## src/rtl/cv32e40p_obi_responder.sv

```systemverilog
// OBI memory responder model for the CV32E40P core interfaces.
// Grants after a programmable number of request cycles and returns a
// response a fixed number of cycles after each handshake, with at most
// two transactions outstanding. It also flags initiators that change the
// address phase, or drop req_i, before they are granted.
// Optional feature: define CV32E40P_OBI_RESP_ERR_EN to report accesses at or
// beyond MEM_WORDS*4 as error responses. Without it, addresses wrap.
module cv32e40p_obi_responder #(
    parameter int unsigned GNT_STALL  = 0,
    parameter int unsigned RVALID_LAT = 1,
    parameter int unsigned MEM_WORDS  = 16
) (
    input  logic        clk_i,
    input  logic        rst_ni,
    input  logic        req_i,
    output logic        gnt_o,
    input  logic [31:0] addr_i,
    input  logic        we_i,
    input  logic [3:0]  be_i,
    input  logic [31:0] wdata_i,
    output logic        rvalid_o,
    output logic [31:0] rdata_o,
    output logic        err_o,
    output logic        protocol_err_o
);

    localparam int unsigned IDX_W   = (MEM_WORDS > 1) ? $clog2(MEM_WORDS) : 1;
    localparam int unsigned STALL_W = (GNT_STALL > 0) ? $clog2(GNT_STALL + 1) : 1;
    localparam logic [STALL_W-1:0] STALL_MAX = STALL_W'(GNT_STALL);
    localparam logic [2:0] LAT_INIT = 3'(RVALID_LAT - 1);

    logic [STALL_W-1:0] stall_q, stall_d;
    logic               gnt_int;
    logic               hs;
    logic [IDX_W-1:0]   mem_idx;
    logic               addr_err;
    logic               mem_we;
    logic [31:0]        mem_q [MEM_WORDS];

    // Two-entry response queue; entry 0 is always the oldest.
    logic [1:0]  q_vld_q, q_vld_d;
    logic [2:0]  q_cnt_q [2];
    logic [2:0]  q_cnt_d [2];
    logic [31:0] q_dat_q [2];
    logic [31:0] q_dat_d [2];
    logic [1:0]  q_err_q, q_err_d;

    // Address-phase snapshot for spotting initiator violations.
    logic        pend_q, pend_d;
    logic [31:0] addr_q, wdata_q;
    logic        we_q;
    logic [3:0]  be_q;
    logic        perr_q, perr_d;
    logic        viol;

    logic        unused_addr;

    // Internal grant excludes rst_ni so the reset net stays purely asynchronous;
    // flops are held in reset anyway while rst_ni is low.
    assign gnt_int = req_i & (stall_q == STALL_MAX) & ~q_vld_q[1];
    assign gnt_o   = gnt_int & rst_ni;
    assign hs      = req_i & gnt_int;
    assign mem_idx = addr_i[2 +: IDX_W];

`ifdef CV32E40P_OBI_RESP_ERR_EN
    assign addr_err = (addr_i >= 32'(MEM_WORDS * 4));
`else
    assign addr_err = 1'b0;
`endif

    assign unused_addr = ^{addr_i[31:2+IDX_W], addr_i[1:0]};
    assign mem_we      = hs & we_i & ~addr_err;

    assign rvalid_o       = q_vld_q[0] & (q_cnt_q[0] == 3'd0);
    assign rdata_o        = rvalid_o ? q_dat_q[0] : 32'h0;
    assign err_o          = rvalid_o & q_err_q[0];
    assign protocol_err_o = perr_q;

    // Stall counter: counts ungranted request cycles, saturating at GNT_STALL.
    always_comb begin
        stall_d = stall_q;
        if (!req_i || hs) begin
            stall_d = '0;
        end else if (stall_q != STALL_MAX) begin
            stall_d = stall_q + STALL_W'(1);
        end
    end

    // Response queue: age entries, pop the head on rvalid, append on handshake.
    always_comb begin
        q_vld_d = q_vld_q;
        q_cnt_d = q_cnt_q;
        q_dat_d = q_dat_q;
        q_err_d = q_err_q;
        for (int i = 0; i < 2; i++) begin
            if (q_vld_q[i] && (q_cnt_q[i] != 3'd0)) begin
                q_cnt_d[i] = q_cnt_q[i] - 3'd1;
            end
        end
        if (rvalid_o) begin
            q_vld_d[0] = q_vld_d[1];
            q_cnt_d[0] = q_cnt_d[1];
            q_dat_d[0] = q_dat_d[1];
            q_err_d[0] = q_err_d[1];
            q_vld_d[1] = 1'b0;
        end
        // Read data is sampled from the array as it stands before this edge.
        if (hs) begin
            if (!q_vld_d[0]) begin
                q_vld_d[0] = 1'b1;
                q_cnt_d[0] = LAT_INIT;
                q_dat_d[0] = (we_i || addr_err) ? 32'h0 : mem_q[mem_idx];
                q_err_d[0] = addr_err;
            end else begin
                q_vld_d[1] = 1'b1;
                q_cnt_d[1] = LAT_INIT;
                q_dat_d[1] = (we_i || addr_err) ? 32'h0 : mem_q[mem_idx];
                q_err_d[1] = addr_err;
            end
        end
    end

    // Violation: last cycle was an ungranted request and the address phase moved.
    always_comb begin
        viol = pend_q & (~req_i | (addr_i != addr_q) | (we_i != we_q) |
                         (be_i != be_q) | (wdata_i != wdata_q));
        perr_d = perr_q | viol;
        pend_d = req_i & ~gnt_int;
    end

    // Control and queue state registers.
    always_ff @(posedge clk_i or negedge rst_ni) begin
        if (!rst_ni) begin
            stall_q <= '0;
            q_vld_q <= '0;
            q_err_q <= '0;
            for (int i = 0; i < 2; i++) begin
                q_cnt_q[i] <= '0;
                q_dat_q[i] <= '0;
            end
            pend_q  <= 1'b0;
            addr_q  <= '0;
            we_q    <= 1'b0;
            be_q    <= '0;
            wdata_q <= '0;
            perr_q  <= 1'b0;
        end else begin
            stall_q <= stall_d;
            q_vld_q <= q_vld_d;
            q_cnt_q <= q_cnt_d;
            q_dat_q <= q_dat_d;
            q_err_q <= q_err_d;
            pend_q  <= pend_d;
            addr_q  <= addr_i;
            we_q    <= we_i;
            be_q    <= be_i;
            wdata_q <= wdata_i;
            perr_q  <= perr_d;
        end
    end

    // Word array with per-byte write enables, cleared by reset.
    always_ff @(posedge clk_i or negedge rst_ni) begin
        if (!rst_ni) begin
            for (int w = 0; w < MEM_WORDS; w++) begin
                mem_q[w] <= '0;
            end
        end else if (mem_we) begin
            for (int b = 0; b < 4; b++) begin
                if (be_i[b]) begin
                    mem_q[mem_idx][8*b +: 8] <= wdata_i[8*b +: 8];
                end
            end
        end
    end

endmodule

```

## config.mk

```make
export PLATFORM = sky130hd
export DESIGN_NAME = cv32e40p_obi_responder
export DESIGN_NICKNAME = d
export VERILOG_FILES = /design/src/rtl/cv32e40p_obi_responder.sv
export SDC_FILE = /design/constraint.sdc
export NUM_CORES = 1
export LEC_CHECK = 0
export ABC_CLOCK_PERIOD_IN_PS = 2500
export BUFFER_PORTS_ARGS = -buffer_cell sky130_fd_sc_hd__clkbuf_2
export CAP_MARGIN = 20
export CORE_ASPECT_RATIO = 0.8
export CORE_MARGIN = 2
export CORE_UTILIZATION = 55
export CTS_BUF_LIST = sky130_fd_sc_hd__clkbuf_4 sky130_fd_sc_hd__clkbuf_8
export CTS_CLUSTER_SIZE = 12
export DETAILED_ROUTE_END_ITERATION = 8
export PLACE_DENSITY = 0.8
export SLEW_MARGIN = 20
export SYNTH_ARGS = -nofsm -noshare
export SYNTH_HDL_FRONTEND = slang
export SYNTH_SLANG_ARGS = --single-unit
```

## constraint.sdc

```tcl
create_clock -name clk_i -period 2.5 [get_ports clk_i]
set_input_delay 0.125 -clock clk_i [delete_from_list [all_inputs] [get_ports clk_i]]
set_output_delay 0.125 -clock clk_i [all_outputs]
set_load 0.005 [all_outputs]
```

==> out/qor.yml, run 1 <==
synthesis:
  synth_common_cells: "656 x dfrtp_1, 472 x mux2_2, 119 x mux4_2"
  syn_inst: 1944
  seq_area_frac_synth_pct: 56.2
  synthTopCellsByArea: "dfrtp_1 56%, mux2_2 18%, mux4_2 9.2%, mux2i_1 3.4%, xnor2_1 1.7%"
  synth_area_sq_um: 29200
  synth-edff-count: 0
  yosysMostFrequentCell: "dfrtp_1"
  synthArstFlopShare_pct: 100
  synth_area_leader_cell: "dfrtp_1"
  synth_top_area_share_pct: 56.2
  synth_nets: 2020
  ys_types: 46
  syn_avg_cell_area_sq_um: 15.0
  synthFlopType: "dfrtp_1"
  ys_warn_count: 0
  ys_ff_latch: 656
clock_network:
  numCtsBuffers: 100
  cts_max_level: 3
  cts_root_buf: "clkbuf_8"
  path_clk_slew_ns: 0.06
  clockBufferDepth: 3
  cts_sinks: 656
  clk_latency_ns: 0.70
  cts_tree: "built"
critical_path:
  path_cells: "xnor2_1 -> nand4_1 -> nor4_1 -> nand2_1 -> o32a_1"
  r2r_cells: 5
  cp-startpoint: "wdata_q[1]"
  path_class: "reg -> reg"
  cp_num_buf_inv: 0
  cp.arrival_ns: 3.08
  crit_required_ns: 3.07
  rrSetupSlack_ns: -0.01
  r2r-end: "protocol_err_o"
  crit_slowest_cell: "nor4_1"
  rr_startpoint: "wdata_q[1]"
  cp_top_family: "simple AND/OR/NAND/NOR gates"
  cpPeakStageDelay_ns: 0.76
  crit_path_start_kind: "flop"
  path_max_fanout: 1
  cp-end-kind: "flop"
timing:
  fin_ws_ns: -0.0144
  fin_skew_ns: 0.0255
  final_hold_viol_count: 0
  fin_crit_sh_pct: 101
  setup_viol: 1
  fin_setup_tns_ns: -0.0144
  max_freq_mhz: 398
  rsz0062_at_grt: "false"
  finalMaxSlewViolations: 0
  relSlewSlack_pct: 42.2
  layout_min_cycle_time_ns: 2.51
  worst_pin_slew_ns: 0.859
die:
  row_count: 75
  die-area_sq_um: 54900
  die_w_um: 262
  start_util_pct: 55.6
  ios: 108
  die_h_um: 210
  core_area_sq_um: 52500
power_and_ir_drop:
  p_int_w: 0.0210
  fin_total_pwr_w: 0.0288
  power_density_nw_per_um2: 842
  peakVddDrop_v: 0.000522
  power_frac_clock_pct: 35.1
  p_leak_nw: 16.4
  power.switching_w: 0.00780
  p_comb_share_pct: 18.0
  pwr-share-seq_pct: 46.9
  sw_frac_of_total_pct: 27.1
route:
  drt_iter0_markers: 1524
  vias: 18159
  drt-wirelength-per-cell_um: 25.2
  postRouteAntennaNets: 0
  viasPerCell: 6.06
  wirelength_um: 75400
  route.detailed.drc: 0
  dr.pass1.iters: 5
grt:
  grt-ovfl-total: 0
  grt_util_met3_pct: 8.06
  grtUsageTotal_pct: 28.3
  top_usage_layer: "met2"
  grt_max_degree: 111
  grt_pass1_vias: 19489
  use_met2_pct: 42.9
  grt_pass1_wl_um: 116000
  antenna_found_initial: 5
  grtUsageMet1_pct: 39.5
finish:
  final_nets: 2295
  syn_to_final_growth_pct: 17.0
  multi_input_area_sq_um: 12200
  register_area_sq_um: 16400
  stdcell_count: 2996
  finish.instance_area_sq_um: 34200
  layout-drive-gt1-share_pct: 44.7
  fill_cells: 3557
worst_hold_path:
  hold_end: "addr_q[13]"
  min_path_cells: 2
  hp-class: "in -> reg"
  hp-start: "addr_i[13]"
placed_design:
  dpl_cell_area_sq_um: 31000
  preCtsSetupSlack_ns: 0.111
  dp.cells: 2730
  dp_hpwl_um: 47900
  io_buffers: 107
  gp_congestion: 0.846
outcome:
  failed_checks: "negative setup slack"
  outcome: "finished with violations"
flow_run:
  drv_cap: 0
metal layers:
layer / up-vias / wire length, um / part of all wire [%]
li1: 7710 / - / -
met5: - / 11 / 0.015
met1: 9615 / 31900 / 42
met2: 660 / 35100 / 46
met3: 172 / 6100 / 8.1
met4: 2 / 2330 / 3.1
cell type report:
class | count | area share, %
multi-input cells | 1163 | 35.6
flip-flops and latches | 656 | 48.0
inverters | 14 | 0.154
diodes | 1 | 0.00732
clock inverters | 21 | 0.765
clock buffers | 164 | 6.08
repair buffers | 284 | 6.76
well taps | 693 | 2.54
worst max-delay path by stage:
stage	endpoint	slack, ns	cells past startpoint
final	protocol_err_o	-0.01	5
after global routing	rdata_o[11]	0.02	6
after global placement	mem_q[435]	0.11	5
after CTS	rdata_o[11]	0.04	6
after floorplan	q_dat_q[14]	0.63	7
after detailed placement	mem_q[423]	0.11	5
registers in the layout, indices dropped and copies added, names as in the netlist:
name,count
q_cnt_q,6
protocol_err_o,1
pend_q,1
q_err_q,1
be_q,4
q_vld_q,2
we_q,1
addr_q,32
mem_q,512
q_dat_q,64
wdata_q,32
cell families (layout without fill, tap and decap cells):
kind of cell             after synthesis  in the layout  synth area share, %
AO/OA/AOI/OAI                        117            117                 2.27
XOR/XNOR                              63             63                 1.89
adder cells (fa/ha/maj)                4              4                0.171
buffers and inverters                125            483                 2.11
flip-flops                           656            656                 56.2
multiplexers                         738            738                 33.2
other                                  0              1                    0
AND/OR/NAND/NOR                      241            241                 4.15
cell usage in the layout, fill, tap and decap left out, types with 11 or more instances in the layout:
cell type / Yosys / layout
mux2i_1: 98 / 98
nor2_2: 16 / 16
buf_4: 0 / 89
o22ai_1: 36 / 36
clkinv_2: 0 / 13
dlygate4sd3_1: 0 / 71
nor2_1: 12 / 11
mux2_1: 34 / 34
nand2_1: 112 / 112
buf_12: 0 / 15
xnor2_1: 58 / 58
and3_1: 37 / 37
mux4_2: 119 / 119
clkbuf_4: 0 / 29
inv_1: 13 / 13
o21ai_0: 69 / 69
nand4_1: 14 / 14
clkbuf_2: 1 / 103
mux2_2: 472 / 472
dfrtp_1: 656 / 656
clkbuf_8: 0 / 136
metrics by stage:
stage | util [%] | hold WS (ns)
after floorplan | - | -0.171
after detailed placement | 59.1 | 0.109
final | 65.1 | 0.106
after CTS | 65.0 | 0.0489
after global placement | 59.1 | 0.109
after global routing | 65.1 | 0.0871
power by group through the flow:
stage / combinational, W / clock [W] / sequential [W]
after floorplan: 0.00348 / 0 / 0.0131
after global placement: 0.00461 / 0 / 0.0135
after detailed placement: 0.00485 / 0 / 0.0136
after CTS: 0.00507 / 0.0102 / 0.0134
after global routing: 0.00558 / 0.0107 / 0.0137
final: 0.00519 / 0.0101 / 0.0135
what timing repair did:
action | in CTS | in global routing
setup endpoints to repair | 1 | 34
hold buffers | 72 | 0
hold endpoints to repair | 1179 | 0
pin swaps | 0 | 0
gates resized for setup | 0 | 2
setup buffers | 0 | 7
gates cloned | 1 | 0
Note: power is estimated with default switching activity, not from simulation.
==> inputs of run 2 (changes only) <==
- ABC_CLOCK_PERIOD_IN_PS: 2500 -> 2850
- clock period: 2.5 -> 2.85 ns (I/O delays scaled with it)
==> run 2 against run 1 <==
  * The flow now finishes without violations
  * Routed wire length shrank 4.1%
  * Critical path type is now reg -> out
  * Clock skew grew 0.012 ns
  * Cell area shrank 1.7%
  * Die area is the same
  * Combinational power shrank 17%
  * Largest cell class unchanged
  * Critical endpoint is now rvalid_o
  * Setup slack gained 0.49 ns
  * Clock-buffer cell count shrank 9
  * Sequential share of layout area grew 0.81 points
  * First-iteration DRC count shrank 0.26%
==> out/qor.yml, run 2 (synthesis gave the netlist of run 1 again) <==
outcome:
  outcome: "completed"
die:
  start_util_pct: 55.6
  row_count: 75
  core_area_sq_um: 52500
  die_w_um: 262
  die_h_um: 210
  die-area_sq_um: 54900
  ios: 108
finish:
  register_area_sq_um: 16400
  final_common_cell: "dfrtp_1"
  stdcell_count: 2951
  multi_input_area_sq_um: 12200
  fill_cells: 3662
  finish.instance_area_sq_um: 33600
  largest_reg_flops: 512
  final_nets: 2266
  layout-drive-gt1-share_pct: 43.7
  largest-register: "mem_q"
  top_regs: "mem_q x512, q_dat_q x64"
  final_cell_mix: "656 x dfrtp_1, 472 x mux2_2, 123 x clkbuf_8"
  syn_to_final_growth_pct: 15.1
timing:
  final_hold_viol_count: 0
  max_freq_mhz: 421
  fin_crit_sh_pct: 83.3
  fin_skew_ns: 0.0377
  finalMaxSlewViolations: 0
  fin_setup_tns_ns: 0
  worst_pin_slew_ns: 0.804
  rsz0062_at_grt: "false"
  whs_ns: 0.0418
  setup_viol: 0
  relSlewSlack_pct: 46.0
  layout_min_cycle_time_ns: 2.37
critical_path:
  rrSetupSlack_ns: 0.56
  path_cells: "inv_1 -> ha_1 -> nor2b_2 -> nand2_1 -> inv_2 -> buf_12 -> clkbuf_2"
  rr_startpoint: "q_vld_q[1]"
  crit_slowest_cell: "dfrtp_1"
  r2r-end: "mem_q[122]"
  r2r_cells: 5
  path_max_fanout: 33
  cp.arrival_ns: 2.23
  cpPeakStageDelay_ns: 0.37
  cp_top_family: "buffers and inverters"
  crit_path_start_kind: "flop"
  cp_num_buf_inv: 4
  cp-end-kind: "output pin"
  path_class: "reg -> out"
  crit_required_ns: 2.71
route:
  wirelength_um: 72300
  viasPerCell: 6.06
  vias: 17869
  drt_iter0_markers: 1520
  drt-wirelength-per-cell_um: 24.5
  dr.pass1.iters: 5
  route.detailed.drc: 0
  postRouteAntennaNets: 0
clock_network:
  ctsResizeCount: 0
  numCtsBuffers: 101
  path_clk_slew_ns: 0.06
  cts_tree: "built"
  cts_sinks: 656
  clk_latency_ns: 0.71
  clockBufferDepth: 3
  cts_root_buf: "clkbuf_8"
  cts_max_level: 3
power_and_ir_drop:
  pwr-share-seq_pct: 48.5
  power.switching_w: 0.00657
  power_density_nw_per_um2: 722
  peakVddDrop_v: 0.000497
  sw_frac_of_total_pct: 27.1
  power_frac_clock_pct: 33.8
  p_leak_nw: 16.1
  p_int_w: 0.0177
  p_comb_share_pct: 17.7
grt:
  grtUsageTotal_pct: 27.2
  grt_pass1_wl_um: 112000
  grt-ovfl-total: 0
  antenna_found_initial: 5
  grt_max_degree: 81
  grt_pass1_vias: 18909
flow_run:
  drv_cap: 0
placed_design:
  dp_hpwl_um: 47600
  dpl_cell_area_sq_um: 30800
  io_buffers: 107
  dp.cells: 2712
  gp_congestion: 0.843
worst_hold_path:
  hp-class: "in -> async"
run 2: cell count changes in the layout (fill, tap and decap cells not counted), moves of 3 or more:
cell,delta
buf_12,-4
dlygate4sd3_1,-3
clkinv_2,-8
bufinv_16,-3
clkbuf_4,+4
buf_4,-20
inv_6,+3
clkbuf_8,-13
run 2: worst reg2reg max path, delay by kind of cell, from the launching register on:
family,cells,cell delay (ns)
flip-flops,1,0.44
buffers and inverters,1,0.20
AND/OR/NAND/NOR,3,1.09
multiplexers,1,0.46
run 2: repair_timing:
item	CTS	global route
hold buffers	68	0
buffers inserted	0	0
setup endpoints to repair	0	0
hold endpoints to repair	841	0
run 2: per-layer routing:
layer	wire length [um]	GRT usage [%]	vias to the layer above
li1	-	-	7637
met1	31200	38.4	9429
met2	33100	41.0	669
met3	6260	8.21	132
met4	1750	7.88	2
met5	13	0	-
run 2: worst max-delay path by stage:
stage | from | to | slack (ns) | cells after the start
finish | q_cnt_q[3] | rvalid_o | 0.48 | 7
global route | q_cnt_q[3] | rvalid_o | 0.29 | 7
CTS | q_cnt_q[3] | rvalid_o | 0.41 | 7
detailed placement | addr_i[3] | mem_q[435] | 0.24 | 5
global placement | addr_i[3] | mem_q[442] | 0.19 | 5
floorplan | q_cnt_q[3] | q_dat_q[14] | 0.98 | 7
run 2: layout make-up:
| type | instances | area share [%] |
|---|---|---|
| Tap cell | 693 | 2.58 |
| Timing Repair Buffer | 254 | 5.88 |
| Multi-Input combinational cell | 1163 | 36.3 |
| Inverter | 14 | 0.156 |
| Sequential cell | 656 | 48.9 |
| Antenna cell | 1 | 0.00745 |
| Clock inverter | 15 | 0.525 |
| Clock buffer | 155 | 5.74 |
run 2: stage by stage:
| step | utilization (%) | setup WS [ns] | power, W |
|---|---|---|---|
| 2_1_floorplan | - | 0.975 | 0.0146 |
| 3_3_place_gp | 58.7 | 0.192 | 0.0158 |
| 3_5_place_dp | 58.7 | 0.241 | 0.0161 |
| 4_1_cts | 64.0 | 0.414 | 0.0243 |
| 5_1_grt | 64.0 | 0.286 | 0.0253 |
| 6_report | 64.0 | 0.477 | 0.0243 |
run 2: power by group through the flow:
stage	Combinational, W	Sequential [W]	Clock [W]
global placement	0.00401	0.0118	0
floorplan	0.00305	0.0115	0
CTS	0.00430	0.0117	0.00831
detailed placement	0.00421	0.0119	0
global route	0.00466	0.0119	0.00873
finish	0.00430	0.0118	0.00820
==> inputs of run 3 (changes only) <==
- ABC_CLOCK_PERIOD_IN_PS: 2850 -> 2050
- PLACE_DENSITY: 0.8 -> 0.83
- clock period: 2.85 -> 2.05 ns (I/O delays scaled with it)
==> run 3 against run 2 <==
  * The run now ends with antenna violations, negative setup slack left
  * Die area stayed put
  * Clock skew decreased by 0.016 ns
  * Critical path depth unchanged
  * Global-route usage is 1.3 points higher
  * Flip-flop and latch count is the same
  * Routed wire length rose by 6.2%
  * Utilization increased by 2.5 points
  * Setup slack worse by 0.63 ns
  * Combinational power is 62% higher
  * First-iteration DRC count is 2.6% lower
  * Largest cell class unchanged
  * Highest routed layer unchanged
==> out/qor.yml, run 3 (synthesis gave the netlist of run 1 again) <==
finish:
  largest_reg_flops: 512
  final_cell_mix: "656 x dfrtp_1, 472 x mux2_2, 133 x buf_4"
  final_common_cell: "dfrtp_1"
  layout-drive-gt1-share_pct: 47.7
  fin_util_pct: 66.5
  final_nets: 2360
  top_regs: "mem_q x512, q_dat_q x64"
  largest-register: "mem_q"
  syn_to_final_growth_pct: 19.6
critical_path:
  cp-end-kind: "output pin"
  path_class: "reg -> out"
  crit_slowest_cell: "dfrtp_1"
  crit_required_ns: 1.95
  cp.arrival_ns: 2.11
  path_max_fanout: 8
  path_cells: "inv_2 -> ha_4 -> nor2b_4 -> buf_6 -> clkbuf_16 -> and3_1 -> buf_2"
  cpPeakStageDelay_ns: 0.40
  crit_path_start_kind: "flop"
clock_network:
  clk_latency_ns: 0.70
  cts_tree: "built"
  cts_root_buf: "clkbuf_8"
  numCtsBuffers: 99
  cts_sinks: 656
  cts_max_level: 3
  clockBufferDepth: 3
  path_clk_slew_ns: 0.07
die:
  die-area_sq_um: 54900
  row_count: 75
  die_h_um: 210
  start_util_pct: 55.6
  ios: 108
  die_w_um: 262
  core_area_sq_um: 52500
timing:
  max_freq_mhz: 453
  fin_ws_ns: -0.158
  final_hold_viol_count: 0
  relSlewSlack_pct: 45.2
  fin_crit_sh_pct: 108
  rsz0062_at_grt: "true"
  whs_ns: 0.0788
  setup_viol: 50
  worst_pin_slew_ns: 0.819
  layout_min_cycle_time_ns: 2.21
  fin_skew_ns: 0.0218
  finalMaxSlewViolations: 0
route:
  postRouteAntennaNets: 1
  dr.pass1.iters: 8
  wirelength_um: 76800
  drt_iter0_markers: 1480
  route.detailed.drc: 0
  drt-wirelength-per-cell_um: 25.1
  vias: 18446
  viasPerCell: 6.04
worst_hold_path:
  hp-class: "in -> reg"
placed_design:
  preCtsSetupSlack_ns: -0.119
  dp_hpwl_um: 49100
  gp_congestion: 0.851
  io_buffers: 107
flow_run:
  drv_cap: 0
grt:
  antenna_found_initial: 3
  grt_max_degree: 102
  grt_pass1_vias: 19779
  grt_pass1_wl_um: 117000
  grtUsageTotal_pct: 28.5
  grt-ovfl-total: 0
power_and_ir_drop:
  fin_total_pwr_w: 0.0350
  peakVddDrop_v: 0.000606
  p_leak_nw: 16.7
  power_density_nw_per_um2: 1000
outcome:
  failed_checks: "antenna violations, negative setup slack"
  outcome: "finished with violations"
run 3: cell count changes in the layout (fill, tap and decap cells not counted), sizes merged:
cell	previous run	this run
buf	82	188
clkbuf	259	250
clkinvlp	2	1
diode	1	5
dlygate4sd3	68	71
inv	19	18
run 3: area by class of cell:
type / instances / area, sq um
multi-input cells: 1163 / 12300
flip-flops and latches: 656 / 16400
clock inverters: 13 / 158
diodes: 5 / 12.5
well taps: 693 / 867
clock buffers: 159 / 1980
fillers: 3418 / 17600
inverters: 14 / 52.6
repair buffers: 350 / 3060
run 3: routing by layer:
metal  GRT usage (%)  vias to the layer above  share of wire [%]
li1                -                     7827                  -
met1            39.6                     9769                 41
met2            45.0                      701                 48
met3            6.88                      145                8.5
met4            8.48                        4                2.3
met5               0                        -              0.033
run 3: final timing paths:
path                            startpoint          end  slack, ns  cells past startpoint
worst max-delay path            q_cnt_q[3]  rdata_o[19]      -0.16                      7
worst min-delay path            addr_i[10]   addr_q[10]       0.08                      2
worst max register to register  q_cnt_q[3]  q_dat_q[58]      -0.10                     10
worst min register to register  mem_q[173]   mem_q[173]       0.48                      2
max in group asynchronous           rst_ni   mem_q[368]       1.32                      3
min in group asynchronous           rst_ni    mem_q[96]       0.16                      3
run 3: stage by stage:
| step | TNS, ns | instances | area, sq um |
|---|---|---|---|
| global route | -9.26 | 3048 | 34900 |
| detailed placement | -1.96 | 2787 | 31600 |
| finish | -3.51 | 3053 | 34900 |
| floorplan | 0 | 1944 | 29200 |
| CTS | -2.67 | 3041 | 34700 |
| global placement | -0.861 | 2787 | 31600 |
run 3: what timing repair did:
action | in CTS | in global routing
gates resized for setup | 27 | 51
setup endpoints to repair | 68 | 191
pin swaps | 2 | 3
gates cloned | 2 | 2
hold endpoints to repair | 1220 | 0
hold buffers | 72 | 0
buffers inserted | 8 | 7
run 3: where the power goes:
part           switching, W  internal (W)
sequential          0.00139        0.0151
clock               0.00509       0.00648
combinational       0.00326       0.00369
run 3: worst max-delay path, delay by kind of cell, from the launching register on:
family	cells	cell delay, ns
and+or+nand+nor	2	0.36
buffers and inverters	4	0.52
DFF	1	0.40
adders and majority gates	1	0.14
